[src/rtl/chain_score_pkg.sv]
// chain_score_pkg: shared constants and types for the chain_score_pipe block.
//   - CS_*_W      : default widths of the pipeline payload fields
//   - COEF_*      : common gap coefficients (0.01*W_avg) in Q0.16
//   - neg_score() : reject score, -2^(score_w-1), for a given score width
//   - stage_t     : payload carried between the pipeline stages
// The payload struct is sized by CS_POS_W/CS_COEF_W/CS_TAG_W, so any change
// of POS_W/COEF_W/TAG_W on the top module must be mirrored here.
package chain_score_pkg;

    localparam int CS_POS_W  = 32;
    localparam int CS_COEF_W = 16;
    localparam int CS_TAG_W  = 8;

    localparam logic [15:0] COEF_15 = 16'd9830;
    localparam logic [15:0] COEF_21 = 16'd13763;
    localparam logic [15:0] COEF_25 = 16'd16384;
    localparam logic [15:0] COEF_31 = 16'd20316;

    function automatic logic signed [63:0] neg_score(input int score_w);
        return -(64'sd1 <<< (score_w - 1));
    endfunction

    typedef struct packed {
        logic signed [CS_POS_W:0] dr;    // riX - riY
        logic signed [CS_POS_W:0] dq;    // qiX - qiY
        logic [CS_POS_W-1:0]      dd;    // |dr - dq|
        logic signed [CS_POS_W:0] a;     // min(dr, dq, W)
        logic [CS_POS_W-1:0]      w;
        logic [CS_COEF_W-1:0]     coef;
        logic                     rej;
        logic [CS_TAG_W-1:0]      tag;
    } stage_t;

endpackage

[src/rtl/chain_score_ilog2.sv]
// chain_ilog2: combinational floor(log2(val)) priority encoder.
//   val        in  [WIDTH-1:0] : operand
//   log2_floor out [LOG_W-1:0] : index of the highest set bit (0 for val 0 or 1)
module chain_ilog2 #(
    parameter int WIDTH = 32,
    parameter int LOG_W = $clog2(WIDTH)
) (
    input  logic [WIDTH-1:0] val,
    output logic [LOG_W-1:0] log2_floor
);

    // Ascending scan: the last (highest) set bit wins.
    always_comb begin
        log2_floor = '0;
        for (int i = 0; i < WIDTH; i++) begin
            if (val[i]) begin
                log2_floor = LOG_W'(i);
            end
        end
    end

endmodule

[src/rtl/chain_score_pipe.sv]
// chain_score_pipe: 4-stage anchor-pair chain score with valid/ready flow.
//   score = min(dr,dq,W) - (floor(dd*coef >> FRAC_W) + (ilog2(dd) >> 1))
//   with dr = riX-riY, dq = qiX-qiY, dd = |dr-dq|; misordered pairs or
//   dr/dq > MAX_DIST give out_reject=1 and out_score = -2^(SCORE_W-1).
// Ports:
//   clk, reset (sync, active-high)
//   in_valid/in_ready, riX, riY, qiX, qiY, W, coef, in_tag : input beat
//   out_valid/out_ready, out_score, out_reject, out_tag      : result beat
// Build option: define CHAIN_SCORE_ROUND_EN to round the linear gap term
// half-up instead of flooring it. Latency and handshake are unchanged.
module chain_score_pipe
    import chain_score_pkg::*;
#(
    parameter int POS_W    = CS_POS_W,
    parameter int COEF_W   = CS_COEF_W,
    parameter int FRAC_W   = 16,
    parameter int SCORE_W  = 32,
    parameter int TAG_W    = CS_TAG_W,
    parameter int MAX_DIST = 5000
) (
    input  logic                      clk,
    input  logic                      reset,
    input  logic                      in_valid,
    output logic                      in_ready,
    input  logic [POS_W-1:0]          riX,
    input  logic [POS_W-1:0]          riY,
    input  logic [POS_W-1:0]          qiX,
    input  logic [POS_W-1:0]          qiY,
    input  logic [POS_W-1:0]          W,
    input  logic [COEF_W-1:0]         coef,
    input  logic [TAG_W-1:0]          in_tag,
    output logic                      out_valid,
    input  logic                      out_ready,
    output logic signed [SCORE_W-1:0] out_score,
    output logic                      out_reject,
    output logic [TAG_W-1:0]          out_tag
);

    localparam int LOG_W  = $clog2(POS_W);
    // One spare bit so the rounding offset can never overflow the product.
    localparam int PROD_W = POS_W + COEF_W + 1;
    localparam int LIN_W  = PROD_W - FRAC_W;
    // Wide enough for A - B with any operands, so saturation sees true values.
    localparam int DIFF_W = PROD_W + 2;

    localparam logic signed [SCORE_W-1:0] NEG_SCORE = SCORE_W'(neg_score(SCORE_W));
    localparam logic signed [DIFF_W-1:0]  SAT_HI    = DIFF_W'((64'sd1 <<< (SCORE_W - 1)) - 64'sd1);
    localparam logic signed [DIFF_W-1:0]  SAT_LO    = DIFF_W'(neg_score(SCORE_W));
    localparam logic signed [POS_W:0]     MAX_D     = (POS_W + 1)'(MAX_DIST);

    logic advance;

    stage_t s1_q, s1_d, s2_q, s2_d, s3_q, s3_d;
    logic   s1_valid_q, s1_valid_d, s2_valid_q, s2_valid_d, s3_valid_q, s3_valid_d;

    logic [LIN_W-1:0] s3_lin_q, s3_lin_d;
    logic [LOG_W-1:0] s3_lg_q, s3_lg_d;

    logic                      out_valid_q, out_valid_d;
    logic signed [SCORE_W-1:0] out_score_q, out_score_d;
    logic                      out_reject_q, out_reject_d;
    logic [TAG_W-1:0]          out_tag_q, out_tag_d;

    logic signed [POS_W+1:0] diff_dr_dq;
    logic signed [POS_W:0]   a_min;
    logic [PROD_W-1:0]       prod;
    logic [LOG_W-1:0]        dd_log2;
    logic signed [DIFF_W-1:0] b_term, score_wide;

    // The whole pipeline moves together; a stalled output freezes every stage.
    assign advance  = !out_valid_q || out_ready;
    assign in_ready = advance;

    chain_ilog2 #(.WIDTH(POS_W), .LOG_W(LOG_W)) u_ilog2 (
        .val        (s2_q.dd),
        .log2_floor (dd_log2)
    );

    always_comb begin
        s1_d = s1_q;  s1_valid_d = s1_valid_q;
        s2_d = s2_q;  s2_valid_d = s2_valid_q;
        s3_d = s3_q;  s3_valid_d = s3_valid_q;
        s3_lin_d = s3_lin_q;
        s3_lg_d  = s3_lg_q;
        out_valid_d  = out_valid_q;
        out_score_d  = out_score_q;
        out_reject_d = out_reject_q;
        out_tag_d    = out_tag_q;

        // S2 datapath
        diff_dr_dq = {s1_q.dr[POS_W], s1_q.dr} - {s1_q.dq[POS_W], s1_q.dq};
        a_min = ($signed(s1_q.dr) < $signed(s1_q.dq)) ? s1_q.dr : s1_q.dq;
        if ($signed({1'b0, s1_q.w}) < a_min) begin
            a_min = {1'b0, s1_q.w};
        end

        // S3 datapath
        prod = PROD_W'(s2_q.dd) * PROD_W'(s2_q.coef);
`ifdef CHAIN_SCORE_ROUND_EN
        prod = prod + (PROD_W'(1) << (FRAC_W - 1));
`endif

        // S4 datapath; a zero diagonal gap carries no penalty at all.
        b_term = (s3_q.dd == '0) ? '0
               : $signed(DIFF_W'(s3_lin_q)) + $signed(DIFF_W'(s3_lg_q));
        score_wide = {{(DIFF_W - POS_W - 1){s3_q.a[POS_W]}}, s3_q.a} - b_term;

        if (advance) begin
            s1_valid_d = in_valid;
            s1_d.dr    = $signed({1'b0, riX}) - $signed({1'b0, riY});
            s1_d.dq    = $signed({1'b0, qiX}) - $signed({1'b0, qiY});
            s1_d.dd    = '0;
            s1_d.a     = '0;
            s1_d.w     = W;
            s1_d.coef  = coef;
            s1_d.rej   = (riX <= riY) || (qiX <= qiY);
            s1_d.tag   = in_tag;

            s2_valid_d = s1_valid_q;
            s2_d       = s1_q;
            s2_d.rej   = s1_q.rej || ($signed(s1_q.dr) > MAX_D) || ($signed(s1_q.dq) > MAX_D);
            // Only rejected pairs can exceed POS_W bits here, and their
            // score is overridden, so the truncation is harmless.
            s2_d.dd    = (diff_dr_dq < 0) ? POS_W'(-diff_dr_dq) : POS_W'(diff_dr_dq);
            s2_d.a     = a_min;

            s3_valid_d = s2_valid_q;
            s3_d       = s2_q;
            s3_lin_d   = LIN_W'(prod >> FRAC_W);
            s3_lg_d    = dd_log2 >> 1;

            out_valid_d = s3_valid_q;
            if (s3_valid_q) begin
                out_reject_d = s3_q.rej;
                out_tag_d    = s3_q.tag;
                if (s3_q.rej) begin
                    out_score_d = NEG_SCORE;
                end else if (score_wide > SAT_HI) begin
                    out_score_d = SAT_HI[SCORE_W-1:0];
                end else if (score_wide < SAT_LO) begin
                    out_score_d = NEG_SCORE;
                end else begin
                    out_score_d = score_wide[SCORE_W-1:0];
                end
            end
        end
    end

    always_ff @(posedge clk) begin
        if (reset) begin
            s1_q <= '0;  s1_valid_q <= 1'b0;
            s2_q <= '0;  s2_valid_q <= 1'b0;
            s3_q <= '0;  s3_valid_q <= 1'b0;
            s3_lin_q     <= '0;
            s3_lg_q      <= '0;
            out_valid_q  <= 1'b0;
            out_score_q  <= '0;
            out_reject_q <= 1'b0;
            out_tag_q    <= '0;
        end else begin
            s1_q <= s1_d;  s1_valid_q <= s1_valid_d;
            s2_q <= s2_d;  s2_valid_q <= s2_valid_d;
            s3_q <= s3_d;  s3_valid_q <= s3_valid_d;
            s3_lin_q     <= s3_lin_d;
            s3_lg_q      <= s3_lg_d;
            out_valid_q  <= out_valid_d;
            out_score_q  <= out_score_d;
            out_reject_q <= out_reject_d;
            out_tag_q    <= out_tag_d;
        end
    end

    // The last stage only needs a, dd, rej and tag from the payload.
    logic s3_unused_bits;
    assign s3_unused_bits = ^{s3_q.dr, s3_q.dq, s3_q.w, s3_q.coef};

    assign out_valid  = out_valid_q;
    assign out_score  = out_score_q;
    assign out_reject = out_reject_q;
    assign out_tag    = out_tag_q;

endmodule

[config.mk]
export PLATFORM = sky130hd
export DESIGN_NAME = chain_score_pipe
export DESIGN_NICKNAME = d
export VERILOG_FILES = /design/src/rtl/chain_score_pkg.sv /design/src/rtl/chain_score_ilog2.sv /design/src/rtl/chain_score_pipe.sv
export SDC_FILE = /design/constraint.sdc
export NUM_CORES = 2
export LEC_CHECK = 0
export BUFFER_PORTS_ARGS = -buffer_cell sky130_fd_sc_hd__buf_4
export CAP_MARGIN = 20
export CORE_AREA = 2 2 268 270
export DETAILED_ROUTE_END_ITERATION = 7
export DIE_AREA = 0 0 270 272
export GPL_ROUTABILITY_DRIVEN = 0
export PLACE_DENSITY = 0.75
export SLEW_MARGIN = 20
export SYNTH_ARGS = -nofsm -noshare
export SYNTH_HDL_FRONTEND = slang
export SYNTH_HIERARCHICAL = 1
export SYNTH_SLANG_ARGS = --single-unit
[constraint.sdc]
create_clock -name clk -period 17.7 [get_ports clk]
set_clock_uncertainty 0.05 [all_clocks]
set_input_delay 1.77 -clock clk [delete_from_list [all_inputs] [get_ports clk]]
set_output_delay 1.77 -clock clk [all_outputs]
set_load 0.05 [all_outputs]
### Word-level counts from Yosys, hierarchy flattened

Cells that the tools add are included.
W data, S select, Z words.

* input port bits: 188
* word-level logic and storage cells: 85
* register bits after elaboration: 368

* order comparisons: 9
* mux-type cells: 38
* reduce and logical (&&, ||, !) cells: 7
* $add $sub $neg: 6
* $mul: 1

Operators with widths (count)
* $mux W32: 4
* $mux W33: 3
* $mux W5: 16
* $gt A33 B14 Y1 const B: 2
* $lt A33 B33 Y1: 2
* $sub A32 B32 Y33: 2
* $le A32 B32 Y1: 2
* $mul A32 B16 Y48: 1
* $gt A35 B32 Y1 const B: 1
* $lt A35 B32 Y1 const B: 1
* $sub A33 B34 Y35: 1
* $lt A34 B1 Y1 const B: 1
* $sub A33 B33 Y34: 1
* $add A32 B4 Y33: 1
* $logic_not A32 Y1: 1
* $mux W4: 8
* $neg A32 Y32: 1
* $mux W3: 4
* $logic_or A1 B1 Y1: 4
* $mux W2: 2
* $reduce_and A2 Y1: 1
* $logic_not A1 Y1: 1
* $mux W1: 1

### Depth between registers and ports, before layout

* depth after elaboration: 31
* mapped depth: 31
* depth with buffers taken out: 28

### Modules after synthesis

The synthesis kept the hierarchy.

By module, submodules not included
* chain_score_pipe: area an instance 38234.2 µm², instances 1, sequential area each 7367.1 µm², cells an instance 4809
* chain_ilog2: area an instance 352.8 µm², instances 1, sequential area each 0.0 µm², cells an instance 60

### Least setup slack after synthesis

Ideal clock, no wire load.

* kind: reg-to-reg
* start point: register s2_q[99] in the netlist's numbering
* end point: register s3_lin_q[31]
* buffers on the path: 2
* cell stages (with the launch flop): 25
* period minus slack after synthesis: 6.634 ns
* path slack: 11.066 ns
* required time: 17.564 ns
* arrival time: 6.498 ns
* setup time: 0.086 ns
* path through: dfxtp_1 > clkbuf_1 > clkbuf_1 > nand2_1 > fa_1 > inv_1 > fa_1 > fa_1 > fa_1 > fa_1 > inv_1 > fa_1 > inv_1 > ha_1 > a21oi_1 > o211ai_1 > o21a_1 > o21a_1 > o41ai_2 > o2111a_1 > o31ai_1 > a21o_1 > a21oi_1 > xnor2_1 > a211oi_1

* cells in the longest elaborated chain, start to end: 1

Ends and longest elaborated chain
* start, declared: RTL line chain_score_pipe.sv:53 `stage_t s1_q, s1_d, s2_q, s2_d, s3_q, s3_d;`
* start signal, assigned: RTL line chain_score_pipe.sv:152 `s2_q <= '0; s2_valid_q <= 1'b0;`
* start signal, assigned: RTL line chain_score_pipe.sv:162 `s2_q <= s2_d; s2_valid_q <= s2_valid_d;`
* $mul A32 B16 Y48: RTL line chain_score_pipe.sv:98 `prod = PROD_W'(s2_q.dd) * PROD_W'(s2_q.coef);`
* end signal, assigned: RTL line chain_score_pipe.sv:164 `s3_lin_q <= s3_lin_d;`
* end, declared: RTL line chain_score_pipe.sv:56 `logic [LIN_W-1:0] s3_lin_q, s3_lin_d;`

Every way passes these cells.
A chain may end at the register's enable or synchronous reset.

### Worst setup path after layout

* start point: register s2_q[13] in the netlist's numbering
* end point: register s3_lin_q[25]

Same word-level chain as after synthesis.

==> reports/summary.log <==
[die] io pins 231
[global_routing] combined global-route utilization of all metal layers 29.5%
[yosys] net count after synthesis 5738
[final_layout] final-stage net count 5789
[detailed_routing] number of routed nets with antenna violations 0
[timing] Fin. Hold Viols 0
[placement] sum of net half-perimeters after detailed placement 81.9 mm
[pwr] Comb pwr share 58.9%
[detailed_routing] Detailed Routing Iterations Pass 1 6
[yosys] combined area of all synthesized cells 38400 µm²
[setup_path] critical path type flip-flop to flip-flop
[detailed_routing] via count 33500
[clock_network] number of setup buffers added after CTS 0
[setup_path] type of destination of the critical path flip-flop
[pwr] switching power 2.37 mW
[final_layout] total area of multi-input combinational cells 27800 µm²
[run] max-cap check violation count 0
[die] x dimension of the die 270 µm
[global_routing] initial antenna violation count 1
[timing] Peak Freq 131 MHz
[detailed_routing] Routed wire per std cell 18.5 µm
[die] row cnt 98
[detailed_routing] remaining design rule violation count 0
[run_status] outcome finished clean
[final_layout] fill cell count 6354
[timing] final setup fails 0
[clock_network] clock transition at the registers of the reported paths 0.06 ns
[timing] part of the cycle the worst path needs 43.2%
[pwr] Internal Pwr Total 2.61 mW
[die] die span in y 272 µm
[setup_path] arrival time at the worst endpoint 8.04 ns
[yosys] mean area per synthesized cell 7.94 µm²
[clock_network] root buffer selected by CTS sky130_fd_sc_hd__clkbuf_16
[detailed_routing] initial drt markers 2907
[timing] worst hold slack 0.398 ns
[yosys] Post-Syn Instances 4842
[placement] input/output buffers 230
[hold_path] HP Class flip-flop to flip-flop
[global_routing] overall overflow remaining after global route 0
[clock_network] maximum count of clock buffers along a single path 3
[detailed_routing] Via density 5.71
[die] placeable core area 70800 µm²
[pwr] Switching Fraction 47.6%
[timing] final-report max-slew violation count 0
[pwr] total power density per cell area 118 nW/µm²
[global_routing] first-pass GRT wire length 175 mm
[timing] RSZ-0062 raised after global routing false
[pwr] reported leakage power 20.0 nW
[final_layout] # diodes 0
[global_routing] largest net degree at the start of global routing 122
[clock_network] CTS H-Tree Depth 2
[final_layout] Storage cell area 7370 µm²
[clock_network] TritonCTS clock tree yes
[yosys] Ys Warns 6
[clock_network] Clock Sink Count 368
[detailed_routing] overall routed net length 109 mm
[die] initial cell density of the core 54.3%
[timing] transition time at the pin with the least slew margin 1.13 ns
[final_layout] layout cells sized above 1 8.04%
[global_routing] via count of the first global-routing pass 32500
[clock_network] number of buffers inserted by hold repair at cts 0
[timing] total negative slack 0 ns
[clock_network] number of cells upsized or downsized after cts 0
[timing] Rel. slew slack 24.2%
[setup_path] startpoint class of the critical path flip-flop
[setup_path] Worst Path Max Fanout 20
[setup_path] CP Data Required Time 18.09 ns
[final_layout] area overhead of the layout relative to synthesis 9.45%
[pwr] proportion of power drawn by flip-flops and latches 23.5%
[timing] final period demand of the worst path 7.65 ns
[pwr] peak ir drop on the vdd network 0.0812 mV
[die] die area 73400 µm²
[pwr] proportion of power drawn by the clock network 17.6%
[clock_network] Clock Latency Late Sink 0.57 ns
[clock_network] number of buffers inserted during clock tree synthesis 40
-- layer usage --
metal / part of all wire [%] / vias to the layer above / GRT usage [%]
met1: 41 / 16000 / 38.9
met3: 7.1 / 289 / 3.33
met2: 47 / 1323 / 49.1
met5: 0 / - / 0
li1: - / 15900 / -
met4: 4.9 / 0 / 13.2
-- metrics by stage --
stage / setup slack, ns / cell area (µm²) / util [%] / power (mW) / instances
3_3_place_gp: 10.33 / 40700 / 57.5 / 4.01 / 5801
3_5_place_dp: 10.19 / 40700 / 57.5 / 4.07 / 5801
4_1_cts: 10.19 / 42100 / 59.5 / 4.96 / 5873
6_report: 10.05 / 42100 / 59.5 / 4.98 / 5873
2_1_floorplan: 11.10 / 38400 / - / 3.23 / 4842
5_1_grt: 9.64 / 42100 / 59.5 / 5.35 / 5873
-- worst paths after layout --
kind                               endpoint  cells past startpoint  slack, ns             startpoint
setup / recovery  s3_lin_q[25]$_SDFFE_PP0N_                     23      10.05  s2_q[13]$_SDFFE_PP0N_
hold / removal        s2_q[24]$_SDFFE_PP0N_                      2       0.40  s1_q[24]$_SDFFE_PP0N_
setup reg to reg  s3_lin_q[25]$_SDFFE_PP0N_                     23      10.05  s2_q[13]$_SDFFE_PP0N_
hold reg to reg       s2_q[24]$_SDFFE_PP0N_                      2       0.40  s1_q[24]$_SDFFE_PP0N_
-- worst max-delay path: stages, from the launching register on --
cell and delay (ns):
sky130_fd_sc_hd__dfxtp_1 0.62, sky130_fd_sc_hd__buf_4 0.34, sky130_fd_sc_hd__nand2_1 0.10, sky130_fd_sc_hd__fa_1 0.49, sky130_fd_sc_hd__inv_1 0.05, sky130_fd_sc_hd__fa_1 0.50
sky130_fd_sc_hd__fa_1 0.51, sky130_fd_sc_hd__inv_1 0.05, sky130_fd_sc_hd__fa_1 0.47, sky130_fd_sc_hd__inv_1 0.06, sky130_fd_sc_hd__fa_1 0.51, sky130_fd_sc_hd__fa_1 0.49
sky130_fd_sc_hd__ha_1 0.33, sky130_fd_sc_hd__a222oi_1 0.36, sky130_fd_sc_hd__nand2_1 0.11, sky130_fd_sc_hd__a22oi_1 0.53, sky130_fd_sc_hd__nor3_1 0.16, sky130_fd_sc_hd__o41ai_2 0.59
sky130_fd_sc_hd__o21a_1 0.26, sky130_fd_sc_hd__a21boi_0 0.14, sky130_fd_sc_hd__o21ai_0 0.43, sky130_fd_sc_hd__a21oi_1 0.14, sky130_fd_sc_hd__xnor2_1 0.15, sky130_fd_sc_hd__o21ai_0 0.08
-- flip-flops by register name, indices dropped and copies added, names as in the netlist --
register and cells:
s1_valid_q 1, s3_lg_q 4, s2_q 90, s1_q 123, s2_valid_q 1, s3_valid_q 1, out_tag 8, out_reject 1
s3_q 74, s3_lin_q 32, out_score 32, out_valid 1
-- power by group through the flow --
| stage | clock network, mW | registers [mW] | logic [mW] |
|---|---|---|---|
| 2_1_floorplan | 0 | 1.10 | 2.13 |
| 3_3_place_gp | 0 | 1.17 | 2.83 |
| 3_5_place_dp | 0 | 1.18 | 2.90 |
| 4_1_cts | 0.886 | 1.16 | 2.91 |
| 5_1_grt | 0.916 | 1.19 | 3.25 |
| 6_report | 0.874 | 1.17 | 2.93 |
-- placed cells by master (no fill, tap or decap), types with 33 or more instances in the layout --
cell type	n
sky130_fd_sc_hd__and2_1	176
sky130_fd_sc_hd__a211oi_1	69
sky130_fd_sc_hd__nor2_1	163
sky130_fd_sc_hd__nor2b_1	33
sky130_fd_sc_hd__a21oi_1	412
sky130_fd_sc_hd__clkbuf_16	41
sky130_fd_sc_hd__xor2_1	62
sky130_fd_sc_hd__dfxtp_1	363
sky130_fd_sc_hd__nor3_1	40
sky130_fd_sc_hd__fa_1	422
sky130_fd_sc_hd__xnor2_1	115
sky130_fd_sc_hd__nand4_1	48
sky130_fd_sc_hd__mux2i_1	34
sky130_fd_sc_hd__buf_4	280
sky130_fd_sc_hd__nand2_1	1042
sky130_fd_sc_hd__ha_1	286
sky130_fd_sc_hd__a21o_1	99
sky130_fd_sc_hd__inv_1	600
sky130_fd_sc_hd__o21ai_0	136
sky130_fd_sc_hd__nand3_1	60
-- layout make-up --
class,instances,share of cell area [%]
clock buffer,54,2.75
clock inverter,18,0.467
inverter,601,5.38
multi-input combinational,3601,66.0
sequential,368,17.5
tap,950,2.83
timing repair buffer,281,5.03
(Power assumes the default switching activity.)
